File: src/rtl/core_pkg.sv
// Shared definitions for the fetch front end: sequencer states and
// instruction-alignment helpers used by the next-PC logic.
package core_pkg;

  typedef enum logic [1:0] {
    BOOT  = 2'd0,
    FETCH = 2'd1,
    HOLD  = 2'd2
  } fetch_state_e;

  localparam logic [1:0] INSTR_ALIGN_MASK = 2'b11;

  // Low address bits that violate 4-byte instruction alignment
  function automatic logic is_misaligned(input logic [1:0] addr_lsbs);
    return |(addr_lsbs & INSTR_ALIGN_MASK);
  endfunction

endpackage

File: src/rtl/pc_next_sel.sv
// Combinational next-PC priority mux (trap > JALR > branch > sequential)
// with misaligned-target detection and redirect to the trap vector.
module pc_next_sel
  import core_pkg::*;
#(
  parameter int PC_WIDTH = 32
) (
  input  logic [PC_WIDTH-1:0] pc_plus_4,
  input  logic                branch_taken,
  input  logic [PC_WIDTH-1:0] branch_target,
  input  logic                jalr_taken,
  input  logic [PC_WIDTH-1:0] jalr_target,
  input  logic                trap_req,
  input  logic [PC_WIDTH-1:0] trap_vector,
  output logic [PC_WIDTH-1:0] next_pc,
  output logic                misaligned,
  output logic [PC_WIDTH-1:0] fault_target
);

  logic [PC_WIDTH-1:0] trap_pc_s;
  logic [PC_WIDTH-1:0] jalr_pc_s;

  assign trap_pc_s = trap_vector & {{(PC_WIDTH-2){1'b1}}, 2'b00};
  assign jalr_pc_s = jalr_target & {{(PC_WIDTH-1){1'b1}}, 1'b0};

  // Select the redirect source; a misaligned JALR/branch target diverts to the trap vector
  always_comb begin
    next_pc      = pc_plus_4;
    misaligned   = 1'b0;
    fault_target = {PC_WIDTH{1'b0}};
    if (trap_req) begin
      next_pc = trap_pc_s;
    end else if (jalr_taken) begin
      fault_target = jalr_target;
      if (is_misaligned(jalr_pc_s[1:0])) begin
        misaligned = 1'b1;
        next_pc    = trap_pc_s;
      end else begin
        next_pc = jalr_pc_s;
      end
    end else if (branch_taken) begin
      fault_target = branch_target;
      if (is_misaligned(branch_target[1:0])) begin
        misaligned = 1'b1;
        next_pc    = trap_pc_s;
      end else begin
        next_pc = branch_target;
      end
    end else begin
      next_pc = pc_plus_4;
    end
  end

endmodule

File: src/rtl/pc_fetch_ctrl.sv
// Program-counter register and fetch sequencer: owns the PC, the
// BOOT/FETCH/HOLD handshake FSM and the misaligned-target fault report.
module pc_fetch_ctrl
  import core_pkg::*;
#(
  parameter int                  PC_WIDTH     = 32,
  parameter logic [PC_WIDTH-1:0] RESET_VECTOR = 32'h0000_0000
) (
  input  logic                clk,
  input  logic                rst_n,
  output logic [PC_WIDTH-1:0] PC,
  input  logic [PC_WIDTH-1:0] PC_Plus_4,
  input  logic                Branch_Taken,
  input  logic [PC_WIDTH-1:0] Branch_Target,
  input  logic                Jalr_Taken,
  input  logic [PC_WIDTH-1:0] Jalr_Target,
  input  logic                Trap_Req,
  input  logic [PC_WIDTH-1:0] Trap_Vector,
  input  logic                Stall,
  output logic                IMem_Req,
  output logic [PC_WIDTH-1:0] IMem_Addr,
  input  logic                IMem_Ready,
  output logic                Instr_Valid,
  output logic                Misaligned_Fault,
  output logic [PC_WIDTH-1:0] Fault_PC
);

  fetch_state_e        state_r;
  logic [PC_WIDTH-1:0] pc_r;
  logic                fault_r;
  logic [PC_WIDTH-1:0] fault_pc_r;

  logic [PC_WIDTH-1:0] next_pc_s;
  logic                misaligned_s;
  logic [PC_WIDTH-1:0] fault_target_s;
  logic                pc_upd_s;

  pc_next_sel #(
    .PC_WIDTH(PC_WIDTH)
  ) u_next_sel (
    .pc_plus_4    (PC_Plus_4),
    .branch_taken (Branch_Taken),
    .branch_target(Branch_Target),
    .jalr_taken   (Jalr_Taken),
    .jalr_target  (Jalr_Target),
    .trap_req     (Trap_Req),
    .trap_vector  (Trap_Vector),
    .next_pc      (next_pc_s),
    .misaligned   (misaligned_s),
    .fault_target (fault_target_s)
  );

  // PC-update cycles: accepted fetch, stall release, or a trap anywhere past BOOT
  always_comb begin
    pc_upd_s = 1'b0;
    case (state_r)
      FETCH:   pc_upd_s = Trap_Req | (IMem_Ready & ~Stall);
      HOLD:    pc_upd_s = Trap_Req | ~Stall;
      default: pc_upd_s = 1'b0;
    endcase
  end

  // Sequencer FSM with PC register and fault reporting
  always_ff @(posedge clk or negedge rst_n) begin
    if (!rst_n) begin
      state_r    <= BOOT;
      pc_r       <= RESET_VECTOR;
      fault_r    <= 1'b0;
      fault_pc_r <= {PC_WIDTH{1'b0}};
    end else begin
      if (pc_upd_s) begin
        pc_r <= next_pc_s;
      end else begin
        pc_r <= pc_r;
      end

      if (pc_upd_s && misaligned_s) begin
        fault_r    <= 1'b1;
        fault_pc_r <= fault_target_s;
      end else begin
        fault_r <= 1'b0;
      end

      case (state_r)
        BOOT: state_r <= FETCH;
        FETCH: begin
          if (pc_upd_s) begin
            state_r <= FETCH;
          end else if (IMem_Ready) begin
            state_r <= HOLD;
          end else begin
            state_r <= FETCH;
          end
        end
        HOLD: begin
          if (pc_upd_s) begin
            state_r <= FETCH;
          end else begin
            state_r <= HOLD;
          end
        end
        default: state_r <= BOOT;
      endcase
    end
  end

  // Request and valid decode straight from the state so reset drops them at once
  assign IMem_Req         = (state_r == FETCH);
  assign Instr_Valid      = (state_r == FETCH) & IMem_Ready;
  assign IMem_Addr        = pc_r;
  assign PC               = pc_r;
  assign Misaligned_Fault = fault_r;
  assign Fault_PC         = fault_pc_r;

endmodule

File: config.mk
export PLATFORM = sky130hd
export DESIGN_NAME = pc_fetch_ctrl
export DESIGN_NICKNAME = d
export VERILOG_FILES = /design/src/rtl/core_pkg.sv /design/src/rtl/pc_next_sel.sv /design/src/rtl/pc_fetch_ctrl.sv
export SDC_FILE = /design/constraint.sdc
export NUM_CORES = 1
export LEC_CHECK = 0
export BUFFER_PORTS_ARGS = -buffer_cell sky130_fd_sc_hd__buf_2
export CAP_MARGIN = 0
export CORE_MARGIN = 10
export CORE_UTILIZATION = 51
export DETAILED_ROUTE_END_ITERATION = 10
export PLACE_DENSITY = 0.92
export SYNTH_ARGS = -nofsm -noshare
export SYNTH_HDL_FRONTEND = slang
export SYNTH_SLANG_ARGS = --single-unit
File: constraint.sdc
create_clock -name clk -period 3.3 [get_ports clk]
set_input_delay 0.66 -clock clk [delete_from_list [all_inputs] [get_ports clk]]
set_output_delay 0.66 -clock clk [all_outputs]
set_load 0.05 [all_outputs]
==> results of run 1 <==
==> worst min path at each step <==
stage	to	slack, ps	cells past startpoint
after floorplan	Fault_PC[0]	360	0
after global placement	Fault_PC[16]	470	1
after detailed placement	IMem_Addr[1]	480	2
after CTS	Fault_PC[24]	420	1
after global routing	IMem_Addr[21]	450	1
final	IMem_Addr[30]	410	1
==> state kept, by name, indices dropped and copies added, names as in the netlist <==
name	count
IMem_Addr	32
Fault_PC	32
Misaligned_Fault	1
state_r	2
==> cell families (layout without fill, tap and decap cells) <==
group | count (synthesis) | after routing
AND/OR/NAND/NOR | 17 | 17
adder cells (fa/ha/maj) | 4 | 4
AO/OA/AOI/OAI | 159 | 159
multiplexers | 93 | 93
flip-flops | 67 | 67
buffers and inverters | 104 | 291
==> synthesized netlist by cell type (4+ instances only) <==
master / count / share of area [%]
a21oi_1: 30 / 3.2
a221oi_1: 29 / 5.4
a22o_1: 60 / 11
buf_2: 8 / 0.85
buf_4: 36 / 5.7
buf_6: 6 / 1.4
clkbuf_1: 16 / 1.3
dfrtp_1: 67 / 35
ha_1: 4 / 1.1
inv_1: 33 / 2.6
mux2_1: 4 / 0.95
mux2_2: 21 / 5.0
mux2_4: 38 / 12
mux2i_1: 30 / 6.3
nand2_1: 6 / 0.48
nor2_1: 4 / 0.32
o21ai_0: 19 / 2.0
o21ai_1: 14 / 1.5
==> layout make-up <==
type	count	area share [%]
Timing Repair Buffer	242	21.36
Tap cell	111	2.348
Inverter	33	2.094
Clock buffer	10	2.327
Clock inverter	6	1.502
Multi-Input combinational cell	273	42.03
Sequential cell	67	28.34
==> cell usage in the layout, fill, tap and decap left out, types with 2 or more instances in the layout <==
cell type	synthesis	layout
a221oi_1	29	29
mux2_1	4	4
clkbuf_8	0	10
a22o_1	60	60
ha_1	4	4
o21ba_2	2	2
buf_2	8	231
o21ai_1	14	14
bufinv_16	0	2
clkinvlp_4	0	2
mux2i_1	30	30
nand2_1	6	6
buf_4	36	9
nor2_1	4	2
dfrtp_1	67	67
nor3_1	2	2
inv_1	33	33
a21oi_1	30	30
mux2_4	38	38
o21ai_0	19	19
mux2_2	21	21
buf_12	0	2
==> metal layers <==
metal  wire (um)  vias up
li1            -     1992
met1        6195     2167
met2        8289      270
met3        1746       29
met4         223        0
met5           0        -
==> power groups by stage <==
stage / combinational, mW / sequential (mW) / clock (mW)
6_report: 3.89 / 1.47 / 0.771
5_1_grt: 4.05 / 1.52 / 0.835
4_1_cts: 3.90 / 1.46 / 0.787
3_5_place_dp: 3.90 / 1.47 / 0
3_3_place_gp: 3.84 / 1.45 / 0
2_1_floorplan: 1.92 / 2.74 / 0
==> per-stage QoR <==
step | instances | util, % | power [mW] | hold WS, ps
2_1_floorplan | 444 | - | 4.662 | 364.4
3_3_place_gp | 726 | 62.16 | 5.286 | 466.5
5_1_grt | 742 | 64.63 | 6.403 | 446.2
3_5_place_dp | 726 | 62.16 | 5.372 | 482.0
6_report | 742 | 64.63 | 6.124 | 409.2
4_1_cts | 742 | 64.63 | 6.153 | 421.7
==> results.yml, run 1 <==
placed_design:
  portBuffers: 231
  place_area_mm2: 0.005689
  dp_slack_ps: 866.5
  gp_congestion: 0.8481
  hpwl_um: 12010
worst_setup_path:
  worstPathArrival_ps: 1510
  start_kind: "register"
  crit_chain: "inv_1 -> ha_1 -> and2_1 -> buf_2"
  worst-path-stages: 4
  crit_path_start: "state_r[1]"
  timing.rr.end: "IMem_Addr[20]"
  setup.worst_path.class: "reg -> out"
  crit_required_ps: 2640
  ff2ff_path_depth: 7
  reg2reg_from: "state_r[0]"
  cp_top_family: "flip-flops"
  slowest_stage: "dfrtp_1"
  worstSetupEndpoint: "Instr_Valid"
  crit_fanout: 3
  crit_path_end_kind: "primary output"
  path_buf_inv: 2
  rrSetupSlack_ps: 1160
  cp_slowest_stage_delay_ps: 410
die:
  fp.dieW_um: 116.3
  start_util_pct: 51.67
  die_area_mm2: 0.01353
  dieHeight_um: 116.3
  ioPinCount: 234
  row_count: 35
  core-area_mm2: 0.009153
yosys:
  synth-seq-area-share_pct: 35.45
  yosys.area_share.simple_pct: 2.037
  yosys_warnings: 0
  muxShareOfSynthArea_pct: 24.37
  synth_top_family_by_area: "compound AO/OA/AOI/OAI gates"
  netlist_instances: 444
  synth-xor-area-share_pct: 0
  avgSynthCellArea_um2: 10.65
  syn_area_mm2: 0.004730
  synth_seq_cells: 67
  syn_nets: 583
  synth_edf_count: 0
  synth-main-ff-cell: "dfrtp_1"
  synth-compound-area-share_pct: 24.68
  async_reset_ff_share_pct: 100.0
  synth_cell_types: 33
  synth_fa_ha_area_share_pct: 1.058
power_and_ir_drop:
  p_switching_mw: 3.456
  irDropWorstVdd_mv: 0.6474
  p_leak_nw: 3.107
  power.density_mw_per_mm2: 1035
  combinationalPowerShare_pct: 63.5
  clockPowerShare_pct: 12.6
  switching_share_pct: 56.43
  intPower_mw: 2.668
  p_seq_share_pct: 24.0
route:
  vias: 4458
  post_drt_via_cell_ratio: 6.008
  drc: 0
  wl_per_cell_um: 22.18
  first_pass_iters: 5
  detail_route.iter0.violations: 477
  wl_um: 16460
  postRouteAntennaNets: 0
global_route:
  grt_first_pass_wirelength_um: 25270
  grt_use_total_pct: 23.56
  grt_pass1_vias: 4889
  top_usage_layer: "met2"
  grtUsageMet1_pct: 25.50
  gr-usage-met2_pct: 41.97
  grt_max_degree: 66
  grt_overflow: 0
  grt_antenna_before_repair: 0
  met3_usage_pct: 8.166
cells_and_area:
  fillers: 733
  multi_input_area_mm2: 0.002486
  post_route_cells_drive_above_1_share_pct: 51.82
  fin_area_mm2: 0.005916
  nNetsFinal: 765
  antennaDiodeCount: 0
  regArea_mm2: 0.001677
  area_growth_pct: 25.08
outcome:
  status: "complete, no violations"
clocking:
  ctsHtreeMaxLevel: 3
  numCtsBuffers: 9
  cts.path.max_buffers: 2
  clock_latency_ps: 340
  holdBufCountCts: 0
  cts_setup_buffers: 0
  clk_pin_slew_ps: 80
  post_cts_resized: 0
  cts_tree: "done"
  cts_sinks: 67
  root_buffer: "clkbuf_8"
sta:
  clock_skew_ps: 11.63
  fin_ws_ps: 1126
  final-max-slew-violation-count: 0
  worstMarginPinSlew_ps: 851.3
  slew_headroom_pct: 43.18
  totalNegativeSetupSlack_ps: 0
  fin_crit_sh_pct: 65.87
  fmax_mhz: 460.1
  setup_viol: 0
  rsz0062_at_grt: "no"
  fin_crit_ps: 2174
  hold_viol: 0
run:
  maxCapViolCount: 0
worst_hold_path:
  hold_class: "in -> async"
Note: power is estimated with default switching activity, not from simulation.
==> run 2: changes to the inputs <==
- CORE_UTILIZATION: 51 -> 47
- PLACE_DENSITY: 0.92 -> 0.86
- clock period: 3.3 -> 2 ns (I/O delays scaled with it)
==> run 2 against run 1 <==
Highest routed layer unchanged. Via count grew 0.38%. Sequential share of layout area shrank 0.83 points. Largest cell class unchanged. Combinational power grew 66%. Flip-flop and latch count is the same. Die area up 7.0%. Hold slack got worse by 330 ps. Clock skew shrank 2.4 ps. Non-clock buffer count rose by 8. Wire length hardly changed. First-iteration DRC count increased by 6.3%.
==> results.yml, run 2 (synthesis results as in run 1) <==
power_and_ir_drop:
  irDropWorstVdd_mv: 0.8642
  power.density_mw_per_mm2: 1700
  p_leak_nw: 3.186
  p_total_mw: 10.36
sta:
  slew_headroom_pct: 62.82
  rsz0062_at_grt: "no"
  totalNegativeSetupSlack_ps: 0
  final-max-slew-violation-count: 0
  clock_skew_ps: 9.205
  worstMarginPinSlew_ps: 557.7
  setup_viol: 0
  hold_viol: 0
  fin_crit_ps: 1908
  fin_crit_sh_pct: 95.41
  fmax_mhz: 524.0
clocking:
  clock_latency_ps: 340
  clk_pin_slew_ps: 80
  cts.path.max_buffers: 2
  numCtsBuffers: 9
  cts_sinks: 67
  cts_setup_buffers: 0
  holdBufCountCts: 0
  ctsHtreeMaxLevel: 3
  root_buffer: "clkbuf_8"
  cts_tree: "done"
die:
  ioPinCount: 234
  dieHeight_um: 120.3
  start_util_pct: 48.39
  die_area_mm2: 0.01448
  fp.dieW_um: 120.3
  row_count: 36
  core-area_mm2: 0.009774
route:
  vias: 4475
  wl_um: 16450
  postRouteAntennaNets: 0
  wl_per_cell_um: 21.31
  top_layer: "met4"
  wl_met1_um: 6342
  drc: 0
  first_pass_iters: 5
  route.met3.wl_um: 1468
  dr_wl_met2_um: 8305
  post_drt_via_cell_ratio: 5.797
  detail_route.iter0.violations: 507
global_route:
  grt_overflow: 0
  grt_antenna_before_repair: 0
  grt_max_degree: 68
  grt_pass1_vias: 4830
  grt_first_pass_wirelength_um: 25440
  grt_use_total_pct: 21.58
worst_setup_path:
  crit_chain: "inv_1 -> ha_1 -> and2_1 -> clkbuf_4"
  worstPathArrival_ps: 1510
  start_kind: "register"
  crit_required_ps: 1600
  setup.worst_path.class: "reg -> out"
  path_buf_inv: 2
  crit_path_end_kind: "primary output"
  cp_top_family: "flip-flops"
  cp_slowest_stage_delay_ps: 410
  crit_fanout: 3
  slowest_stage: "dfrtp_1"
cells_and_area:
  antennaDiodeCount: 0
  final_cell_mix: "buf_2, dfrtp_1, a22o_1"
  nNetsFinal: 773
  final_common_cell: "buf_2"
  post_route_cells_drive_above_1_share_pct: 52.43
  area_growth_pct: 28.84
placed_design:
  portBuffers: 231
  gp_congestion: 0.8588
  hpwl_um: 12160
run:
  maxCapViolCount: 0
outcome:
  status: "complete, no violations"
worst_hold_path:
  hold_class: "in -> async"
[run 2: cell count changes in the layout (fill, tap and decap cells not counted), sizes merged]
| cell | previous run | this run |
|---|---|---|
| buf | 242 | 249 |
| bufinv | 2 | 3 |
| clkbuf | 10 | 13 |
| clkinv | 2 | 1 |
| clkinvlp | 2 | 0 |
[run 2: routing by layer]
metal,global-route usage [%],vias to the layer above
li1,-,2006
met1,23.99,2184
met2,37.76,252
met3,6.608,33
met4,8.597,0
met5,0,-
[run 2: worst register-to-register path, delay by kind of cell (launching register included)]
kind / cells / cell delay [ps]
flip-flops: 1 / 380
adder cells (fa/ha/maj): 1 / 370
multiplexers: 1 / 370
buffers and inverters: 2 / 330
AND/OR/NAND/NOR: 1 / 230
AO/OA/AOI/OAI: 1 / 110
[run 2: area by class of cell]
class / count / area, um^2
flip-flops and latches: 67 / 1677
inverters: 33 / 123.9
multi-input cells: 273 / 2486
well taps: 133 / 166.4
clock inverters: 4 / 95.09
repair buffers: 250 / 1380
fillers: 790 / 3681
clock buffers: 12 / 165.2
[run 2: worst paths after layout]
kind,startpoint,to,slack (ps),depth (start not counted)
min in group clk,PC_Plus_4[0],IMem_Addr[0],310,3
max in group asynchronous,rst_n,Fault_PC[3],1620,2
worst min-delay path,rst_n,Fault_PC[4],70,2
worst max-delay path,state_r[1],Instr_Valid,90,4
worst min register to register,Fault_PC[3],Fault_PC[3],500,1
worst max register to register,state_r[1],Fault_PC[12],110,6
[run 2: stage by stage]
| step | hold slack, ps | cell area [um^2] | std cells | setup slack [ps] | utilization, % |
|---|---|---|---|---|---|
| floorplan | 104.4 | 4730 | 444 | 151.3 | - |
| global placement | 453.2 | 5827 | 756 | 196.4 | 59.61 |
| detailed placement | 452.2 | 5827 | 756 | 120.4 | 59.61 |
| CTS | 70.02 | 6087 | 772 | 66.47 | 62.28 |
| global route | 89.67 | 6093 | 772 | 0.2618 | 62.34 |
| finish | 74.36 | 6093 | 772 | 91.74 | 62.34 |
[run 2: power by group]
part	internal [mW]	switching [mW]	leakage (nW)	total, mW
Sequential	1.99	0.421	0.832	2.41
Combinational	1.72	4.76	2.22	6.47
Clock	0.930	0.542	0.133	1.47
[run 2: repair_timing]
action	CTS	global route
endpoints found under the setup margin	0	2
gates resized for setup	0	2
endpoints found under the hold margin	0	0
==> run 3: changes to the inputs <==
- BUFFER_PORTS_ARGS: -buffer_cell sky130_fd_sc_hd__buf_2 -> -buffer_cell sky130_fd_sc_hd__clkbuf_2
==> run 3 against run 2 <==
Via count increased by 0.16%. Wire length increased by 1.2%. Die area unchanged. Combinational power about the same. Global-route usage increased by 0.50 points. Worst setup slack got worse by 14 ps. Core utilization decreased by 0.60 points. Flip-flop and latch count unchanged. Final area decreased by 0.96%. Fmax decreased by 0.71%. Cell count unchanged. Register-to-register slack about the same.
==> results.yml, run 3 (synthesis results as in run 1) <==
outcome:
  status: "complete, no violations"
sta:
  fin_crit_ps: 1922
  hold_viol: 0
  slew_headroom_pct: 39.14
  totalNegativeSetupSlack_ps: 0
  rsz0062_at_grt: "no"
  fmax_mhz: 520.3
  clock_skew_ps: 3.887
  final-max-slew-violation-count: 0
  setup_viol: 0
  fin_crit_sh_pct: 96.09
  worstMarginPinSlew_ps: 908.7
cells_and_area:
  final_cell_mix: "clkbuf_2, dfrtp_1, a22o_1"
  antennaDiodeCount: 0
  fin_area_mm2: 0.006035
  post_route_cells_drive_above_1_share_pct: 52.74
  regArea_mm2: 0.001677
  area_growth_pct: 27.59
  nNetsFinal: 774
  multi_input_area_mm2: 0.002489
  fillers: 810
  final_common_cell: "clkbuf_2"
placed_design:
  gp_congestion: 0.8530
  place_area_mm2: 0.005834
  hpwl_um: 12420
  portBuffers: 231
worst_setup_path:
  timing.rr.end: "Fault_PC[12]"
  slowest_stage: "dfrtp_1"
  crit_path_end_kind: "primary output"
  cp_top_family: "flip-flops"
  crit_fanout: 3
  cp_slowest_stage_delay_ps: 400
  crit_required_ps: 1600
  crit_chain: "inv_1 -> ha_1 -> and2_1 -> clkbuf_2"
  reg2reg_from: "state_r[0]"
  setup.worst_path.class: "reg -> out"
  rrSetupSlack_ps: 120
  ff2ff_path_depth: 7
  path_buf_inv: 2
  start_kind: "register"
  worstPathArrival_ps: 1520
clocking:
  cts_tree: "done"
  clk_pin_slew_ps: 70
  clock_latency_ps: 330
  cts.path.max_buffers: 2
  ctsHtreeMaxLevel: 3
  root_buffer: "clkbuf_8"
  holdBufCountCts: 0
  numCtsBuffers: 9
  cts_setup_buffers: 0
  cts_sinks: 67
power_and_ir_drop:
  irDropWorstVdd_mv: 0.9844
  p_leak_nw: 3.176
  power.density_mw_per_mm2: 1663
route:
  wl_um: 16650
  vias: 4482
  post_drt_via_cell_ratio: 5.806
  detail_route.iter0.violations: 402
  postRouteAntennaNets: 0
  wl_per_cell_um: 21.56
  drc: 0
  first_pass_iters: 5
die:
  die_area_mm2: 0.01448
  core-area_mm2: 0.009774
  dieHeight_um: 120.3
  ioPinCount: 234
  start_util_pct: 48.39
  row_count: 36
  fp.dieW_um: 120.3
global_route:
  grt_max_degree: 68
  grt_first_pass_wirelength_um: 26050
  grt_antenna_before_repair: 0
  grt_overflow: 0
  grt_use_total_pct: 22.08
  grt_pass1_vias: 4878
worst_hold_path:
  hold_class: "in -> async"
run:
  maxCapViolCount: 0
run 3: changes by cell type in the layout (fill, tap and decap cells not counted), sizes merged:
cell and delta:
buf -228, bufinv -3, clkbuf +231
run 3: final cells by class:
class	instances	area share (%)
multi-input cells	273	41.24
clock inverters	1	0.08294
clock buffers	14	3.193
repair buffers	251	22.89
flip-flops and latches	67	27.78
well taps	133	2.758
inverters	33	2.053
run 3: worst max path at each step:
stage                         from             to  slack (ps)  cells after the start
finish                  state_r[1]    Instr_Valid          80                      4
global route            state_r[1]    Instr_Valid           3                      4
CTS                     state_r[1]    Instr_Valid          70                      4
detailed placement  Jalr_Target[1]  IMem_Addr[19]          70                      6
global placement    Jalr_Target[1]  IMem_Addr[21]         130                      6
floorplan               state_r[1]    Instr_Valid         150                      3
run 3: worst register-to-register path, cell delays in order, from the launching register on:
cell and delay (ps):
dfrtp_1 420, inv_2 80, ha_2 190, o21ba_2 150, o21ai_4 80, nor3_4 230
buf_12 230, mux2_2 380
run 3: power by group:
part           internal (mW)  switching (mW)  leakage, nW  total, mW
logic                   1.71            4.75         2.24       6.46
clock network          0.613           0.517        0.105       1.13
registers               1.99           0.454        0.832       2.45
total                   4.31            5.72         3.18       10.0
run 3: what timing repair did:
| item | CTS | global route |
|---|---|---|
| setup endpoints to repair | 0 | 23 |
| gates resized for setup | 0 | 2 |
| hold endpoints to repair | 0 | 0 |
run 3: routing by layer:
layer  GRT usage [%]  part of all wire (%)  vias to the layer above  routed length, um
li1                -                     -                     2011                  -
met1           24.85                    38                     2185               6353
met2           38.58                    50                      252               8367
met3           6.375                   9.1                       34               1508
met4           8.673                   2.5                        0                416
met5               0                     0                        -                  0
run 3: per-stage QoR:
stage                     utilization (%)  hold WS, ps  setup slack [ps]  power, mW  cells
after floorplan                         -        104.4             151.3      7.693    444
after global placement              59.69        451.2             133.2      8.818    757
after detailed placement            59.69        455.7             69.06      8.954    757
after CTS                           61.71        90.06             72.44      10.10    772
after global routing                61.74        108.3             2.988      10.50    772
final                               61.74        81.73             78.15      10.03    772
